--- config.mk ---
export PLATFORM = sky130hd
export DESIGN_NAME = imem_loader
export DESIGN_NICKNAME = d
export VERILOG_FILES = /design/src/rtl/imem_loader_pkg.sv /design/src/rtl/imem_loader_word_pack.sv /design/src/rtl/imem_loader.sv
export SDC_FILE = /design/constraint.sdc
export NUM_CORES = 1
export LEC_CHECK = 0
export BUFFER_PORTS_ARGS = -buffer_cell sky130_fd_sc_hd__buf_2
export CELL_PAD_IN_SITES_DETAIL_PLACEMENT = 1
export CELL_PAD_IN_SITES_GLOBAL_PLACEMENT = 1
export CORE_MARGIN = 2
export CORE_UTILIZATION = 25
export CTS_CLUSTER_SIZE = 28
export DETAILED_ROUTE_END_ITERATION = 7
export GPL_ROUTABILITY_DRIVEN = 0
export GPL_TIMING_DRIVEN = 0
export MAX_ROUTING_LAYER = met4
export PLACE_DENSITY = 0.45
export SETUP_SLACK_MARGIN = 0.1
export SYNTH_ARGS = -nofsm -noshare
export SYNTH_HDL_FRONTEND = slang
export SYNTH_SLANG_ARGS = --single-unit
export TNS_END_PERCENT = 1
--- constraint.sdc ---
create_clock -name clk -period 2.88 [get_ports clk]
set_clock_uncertainty 0.1 [all_clocks]
set_input_delay 0.576 -clock clk [delete_from_list [all_inputs] [get_ports clk]]
set_output_delay 0.576 -clock clk [all_outputs]
set_load 0.05 [all_outputs]
--- src/rtl/imem_loader_pkg.sv ---
// imem_loader_pkg
//   Shared definitions for the IMEM boot loader:
//   - loader FSM state encoding
//   - default frame start byte
//   - frame field widths
package imem_loader_pkg;

  localparam int BYTE_W = 8;
  localparam int LEN_W  = 16;
  localparam int WORD_W = 32;

  localparam logic [BYTE_W-1:0] MAGIC_DEFAULT = 8'hA5;

  typedef enum logic [2:0] {
    ST_IDLE  = 3'd0,
    ST_LEN0  = 3'd1,
    ST_LEN1  = 3'd2,
    ST_DATA  = 3'd3,
    ST_CHECK = 3'd4,
    ST_DONE  = 3'd5,
    ST_ERROR = 3'd6
  } loader_state_t;

  // The loader takes bytes in every state except the two terminal ones.
  function automatic logic is_active(input loader_state_t s);
    return (s != ST_DONE) && (s != ST_ERROR);
  endfunction

endpackage

--- src/rtl/imem_loader_word_pack.sv ---
// loader_word_pack
//   Packs a little-endian byte stream into 32-bit words.
//   Bytes for lanes 0..2 are staged.  The lane-3 byte completes the word,
//   which moves into a separate output register together with a one-cycle
//   word_valid pulse.  Because the output register is separate from the
//   staging register, a back-to-back byte for the next word's lane 0 cannot
//   disturb the word being written.
// Ports
//   clk        in   system clock
//   reset_n    in   asynchronous active-low reset
//   clear      in   return the lane counter to 0 (drops a partial word)
//   byte_in    in   data byte
//   byte_valid in   byte_in is taken this cycle
//   lane       out  lane the next byte will fill
//   word       out  last completed word
//   word_valid out  one-cycle pulse when word is updated
module loader_word_pack
  import imem_loader_pkg::*;
(
  input  logic              clk,
  input  logic              reset_n,
  input  logic              clear,
  input  logic [BYTE_W-1:0] byte_in,
  input  logic              byte_valid,
  output logic [1:0]        lane,
  output logic [WORD_W-1:0] word,
  output logic              word_valid
);

  logic [3*BYTE_W-1:0] stage;

  always_ff @(posedge clk or negedge reset_n) begin
    if (!reset_n) begin
      lane       <= 2'd0;
      stage      <= '0;
      word       <= '0;
      word_valid <= 1'b0;
    end else begin
      word_valid <= 1'b0;
      if (clear) begin
        lane <= 2'd0;
      end else if (byte_valid) begin
        lane <= lane + 2'd1;
        unique case (lane)
          2'd0: stage[7:0]   <= byte_in;
          2'd1: stage[15:8]  <= byte_in;
          2'd2: stage[23:16] <= byte_in;
          default: begin
            word       <= {byte_in, stage};
            word_valid <= 1'b1;
          end
        endcase
      end
    end
  end

endmodule

--- src/rtl/imem_loader.sv ---
// imem_loader
//   Byte-stream boot loader.  Accepts frames of the form
//     MAGIC, LEN_LO, LEN_HI, LEN*4 data bytes (LSB first), CSUM
//   writes the data words into instruction memory and releases the core
//   from reset once the XOR checksum over LEN_LO..last data byte matches.
// Ports
//   clk          in   system clock
//   reset_n      in   asynchronous active-low reset
//   in_data      in   incoming byte
//   in_valid     in   in_data valid
//   in_ready     out  loader accepts a byte (registered)
//   load_req     in   re-arm pulse, honoured in DONE/ERROR only
//   imem_we      out  IMEM write strobe, one cycle per word
//   imem_addr    out  IMEM byte address, word aligned
//   imem_wdata   out  IMEM write data
//   cpu_reset_n  out  core reset, high only after a good load (registered)
//   load_done    out  frame loaded, checksum good
//   load_err     out  length overflow or checksum mismatch
//
// state    | meaning
// ---------+---------------------------------------------------
// ST_IDLE  | hunting for MAGIC, other bytes dropped
// ST_LEN0  | waiting for LEN_LO
// ST_LEN1  | waiting for LEN_HI, length range check
// ST_DATA  | receiving data bytes, one IMEM write per 4 bytes
// ST_CHECK | waiting for the checksum byte
// ST_DONE  | good load, core released one cycle after entry
// ST_ERROR | bad length or checksum, core held in reset
module imem_loader
  import imem_loader_pkg::*;
#(
  parameter int                ADDR_W    = 8,
  parameter logic [31:0]       BASE_ADDR = 32'h0,
  parameter logic [BYTE_W-1:0] MAGIC     = MAGIC_DEFAULT
) (
  input  logic              clk,
  input  logic              reset_n,
  input  logic [BYTE_W-1:0] in_data,
  input  logic              in_valid,
  output logic              in_ready,
  input  logic              load_req,
  output logic              imem_we,
  output logic [31:0]       imem_addr,
  output logic [WORD_W-1:0] imem_wdata,
  output logic              cpu_reset_n,
  output logic              load_done,
  output logic              load_err
);

  localparam int          CNT_W   = ADDR_W + 1;
  localparam int unsigned MAX_LEN = 32'd1 << ADDR_W;

  loader_state_t     state;
  logic [BYTE_W-1:0] len_lo;
  logic [LEN_W-1:0]  len;
  logic [CNT_W-1:0]  word_cnt;
  logic [BYTE_W-1:0] csum;

  logic              accept;
  logic [LEN_W-1:0]  full_len;
  logic              last_word;
  logic [ADDR_W+1:0] word_off;
  logic [1:0]        pk_lane;

  assign accept    = in_valid && in_ready;
  assign full_len  = {in_data, len_lo};
  assign last_word = (32'(word_cnt) + 32'd1) == 32'(len);
  // Dropping the top counter bit makes the address wrap inside the IMEM window.
  assign word_off  = {word_cnt[ADDR_W-1:0], 2'b00};

  loader_word_pack u_pack (
    .clk        (clk),
    .reset_n    (reset_n),
    .clear      (state != ST_DATA),
    .byte_in    (in_data),
    .byte_valid (accept && (state == ST_DATA)),
    .lane       (pk_lane),
    .word       (imem_wdata),
    .word_valid (imem_we)
  );

  always_ff @(posedge clk or negedge reset_n) begin
    if (!reset_n) begin
      state       <= ST_IDLE;
      in_ready    <= 1'b0;
      len_lo      <= '0;
      len         <= '0;
      word_cnt    <= '0;
      csum        <= '0;
      imem_addr   <= BASE_ADDR;
      cpu_reset_n <= 1'b0;
      load_done   <= 1'b0;
      load_err    <= 1'b0;
    end else begin
      in_ready <= is_active(state);
      case (state)
        ST_IDLE: begin
          if (accept && (in_data == MAGIC)) begin
            state <= ST_LEN0;
            csum  <= '0;
          end
        end
        ST_LEN0: begin
          if (accept) begin
            len_lo <= in_data;
            csum   <= csum ^ in_data;
            state  <= ST_LEN1;
          end
        end
        ST_LEN1: begin
          if (accept) begin
            len      <= full_len;
            csum     <= csum ^ in_data;
            word_cnt <= '0;
            if (32'(full_len) > MAX_LEN) begin
              state    <= ST_ERROR;
              in_ready <= 1'b0;
              load_err <= 1'b1;
            end else if (full_len == '0) begin
              state <= ST_CHECK;
            end else begin
              state <= ST_DATA;
            end
          end
        end
        ST_DATA: begin
          if (accept) begin
            csum <= csum ^ in_data;
            // The packer raises imem_we on the same edge, so the address
            // is registered here to line up with it.
            if (pk_lane == 2'd3) begin
              imem_addr <= BASE_ADDR + 32'(word_off);
              word_cnt  <= word_cnt + CNT_W'(1);
              if (last_word) begin
                state <= ST_CHECK;
              end
            end
          end
        end
        ST_CHECK: begin
          if (accept) begin
            in_ready <= 1'b0;
            if (in_data == csum) begin
              state     <= ST_DONE;
              load_done <= 1'b1;
            end else begin
              state    <= ST_ERROR;
              load_err <= 1'b1;
            end
          end
        end
        ST_DONE, ST_ERROR: begin
          if (load_req) begin
            state       <= ST_IDLE;
            in_ready    <= 1'b1;
            load_done   <= 1'b0;
            load_err    <= 1'b0;
            cpu_reset_n <= 1'b0;
            len         <= '0;
            word_cnt    <= '0;
            csum        <= '0;
          end else begin
            cpu_reset_n <= (state == ST_DONE);
          end
        end
        default: begin
          state <= ST_IDLE;
        end
      endcase
    end
  end

endmodule
==> flow_summary.yaml <==
timing:
  worst_slew_pin_slew_ns: 0.822
  rsz0062_at_grt: "true"
  tns_ns: 0
  period_share_pct: 90.8
  slew_headroom_pct: 45.2
  hold_viol_final: 0
  layout_min_cycle_time_ns: 2.62
  max_freq_mhz: 382
  setup_viol: 0
  drv_slew: 0
hold_path:
  whs_path_depth: 2
  whs_endpoint: "imem_addr[9]"
  hp-class: "flip-flop to flip-flop"
  min_from: "imem_addr[9]"
die:
  die_y_um: 150
  pin_count: 81
  rows: 53
  dieArea_mm2: 0.0226
  core_area_mm2: 0.0210
  start_util_pct: 25.5
  die_w_um: 150
place:
  hpwl_um: 9410
  place.port_buffers: 51
power:
  power_mw: 7.42
  vdd_drop_max_v: 0.000515
  p_per_area_mw_per_mm2: 1110
  leakagePower_nw: 3.05
grt:
  grt_pass1_wl_um: 22500
  grt_util_all_layers_pct: 13.5
  grt_max_degree: 99
  gr-total-overflow: 0
  antenna_found_initial: 0
  first_global_vias: 4027
setup_path:
  crit_required_ns: 3.06
  crit_fanout: 8
  path_class: "flip-flop to flip-flop"
  r2r-end: "state[1]"
  r2r-start: "word_cnt[0]"
  rr_worst_depth: 7
  path_buf_inv: 0
  end_kind: "flip-flop"
  r2r_slack_ns: 0.26
  crit_family: "compound AO/OA/AOI/OAI gates"
  path_cells: "ha_1 > nand3_2 > or3_1 > a21oi_1 > nand4_1 > o31a_1 > a2111o_1"
  crit_arrival_ns: 2.80
  max_stage_delay_ns: 0.49
  critPathSlowestCell: "dfrtp_1"
  cp-start-kind: "flip-flop"
logic_synthesis:
  ys_types: 51
  synth_area_mm2: 0.00536
  synthCells: 459
  synth_async_sr_flop_share_pct: 100
  ys.flop_type: "dfrtp_1"
  avgSynthCellArea_um2: 11.7
  synth_edf_count: 0
  ys_seq_area_share_pct: 53.7
  yosys_warnings: 0
  ys_ff_latch: 115
final_layout:
  diodes: 0
  fin_nets: 572
  layout_common_cells: "dfrtp_1 (115), mux2_2 (70), buf_2 (55), o21ai_0 (34)"
  seqCellArea_mm2: 0.00288
  area.growth.synth_to_final_pct: 25.0
  drive_gt1_share_pct: 33.9
  multi_input_area_mm2: 0.00226
  fill_cells: 2312
  final_common_cell: "dfrtp_1"
detailed_routing:
  wl_per_cell_um: 16.5
  wl_um: 13900
  drc: 0
  antenna_left: 0
  vias_per_cell: 4.49
  firstDrtPassIters: 4
  vias: 3779
  drt_iter0_markers: 108
clock_tree:
  clock-sinks: 115
  htreeDepth: 4
  cts_max_path_buffers: 2
  cts-root-buf: "clkbuf_16"
  tritoncts: "done"
  cts_buffers: 17
  worstSkewPairLatency_ns: 0.41
  clk_pin_slew_ns: 0.06
run_status:
  status: "completed"
job:
  maxCapViolCount: 0
## synth_stat cells (3+ instances only)
master | count | share of area (%)
buf_2 | 5 | 0.47
clkbuf_1 | 17 | 1.2
a21oi_1 | 6 | 0.56
a22o_1 | 16 | 2.6
nand4_1 | 4 | 0.47
nand3_1 | 11 | 1.0
nor4_1 | 6 | 0.70
nand2_1 | 24 | 1.7
dfrtp_1 | 115 | 54
xnor2_1 | 8 | 1.3
nand2b_1 | 11 | 1.3
nor3_1 | 5 | 0.47
xor2_1 | 13 | 2.1
nor2b_1 | 4 | 0.47
buf_4 | 24 | 3.4
a21o_1 | 3 | 0.42
ha_1 | 6 | 1.4
nor2_1 | 22 | 1.5
inv_1 | 7 | 0.49
o31a_1 | 3 | 0.49
buf_1 | 4 | 0.28
o21ai_0 | 34 | 3.2
mux2_2 | 70 | 15
## worst reg2reg max path, delay by kind of cell, from the launching register on
kind	cells	cell delay [ns]
AO/OA/AOI/OAI	3	0.83
adder cells (fa/ha/maj)	1	0.32
flip-flops	1	0.49
AND/OR/NAND/NOR	3	0.74
## logic make-up after synthesis
group           share of synthesized area [%]
compound gates                           10.5
xor+xnor                                 3.43
fa+ha+maj                                1.59
buf+inv                                  6.00
flops                                    53.7
mux                                      14.7
other cells                            0.0699
simple gates                             10.0
## layer usage
layer	track usage, %	part of all wire (%)	vias to the layer above
li1	-	-	1782
met1	17.8	49	1909
met3	2.88	3.2	19
met2	20.4	46	69
met5	-	0	-
met4	5.28	1.9	0
## final cells by class
| class | count | area share [%] |
|---|---|---|
| flip-flops and latches | 115 | 43.0 |
| multi-input cells | 309 | 33.7 |
| clock buffers | 18 | 6.41 |
| well taps | 275 | 5.14 |
| repair buffers | 53 | 4.46 |
| plain buffers | 51 | 4.41 |
| clock inverters | 14 | 2.50 |
| inverters | 7 | 0.392 |
## power by group
| group | total [mW] | internal, mW | switching [mW] | leakage (nW) |
|---|---|---|---|---|
| logic | 2.62 | 0.925 | 1.69 | 1.33 |
| clock network | 2.15 | 1.30 | 0.851 | 0.286 |
| registers | 2.65 | 2.25 | 0.400 | 1.43 |
## flip-flops by register name, indices dropped and copies added (netlist names)
| name | cells |
|---|---|
| load_done | 1 |
| in_ready | 1 |
| word_cnt | 9 |
| u_pack.stage | 24 |
| len | 16 |
| len_lo | 8 |
| cpu_reset_n | 1 |
| u_pack.lane | 2 |
| u_pack.word_valid | 1 |
| u_pack.word | 32 |
| state | 3 |
| load_err | 1 |
| imem_addr | 8 |
| csum | 8 |
## stage by stage
stage	setup slack (ns)	instance area [um^2]	hold WS (ns)	instances	utilization, %
after floorplan	0.450	5450	0.180	482	-
after global placement	-0.382	6050	0.364	808	28.8
after detailed placement	0.0111	6080	0.331	809	28.9
after CTS	0.161	6690	0.384	842	31.8
after global routing	0.0803	6700	0.404	842	31.9
final	0.264	6700	0.381	842	31.9
## worst max path at each step
| stage | slack (ns) | endpoint | cells past startpoint | startpoint |
|---|---|---|---|---|
| floorplan | 0.45 | state[1] | 6 | in_data[4] |
| global placement | -0.38 | u_pack.word[29] | 1 | reset_n |
| detailed placement | 0.01 | u_pack.word[22] | 6 | state[0] |
| CTS | 0.16 | state[1] | 7 | word_cnt[0] |
| global route | 0.08 | u_pack.word[15] | 7 | state[1] |
| finish | 0.26 | state[1] | 7 | word_cnt[0] |
## what timing repair did
action	4_1_cts	5_1_grt
setup buffers	0	0
gates cloned	0	0
setup endpoints to repair	29	13
hold endpoints to repair	17	0
pin swaps	0	0
gates resized for setup	1	2
hold buffers	1	0
(Power assumes the default switching activity.)
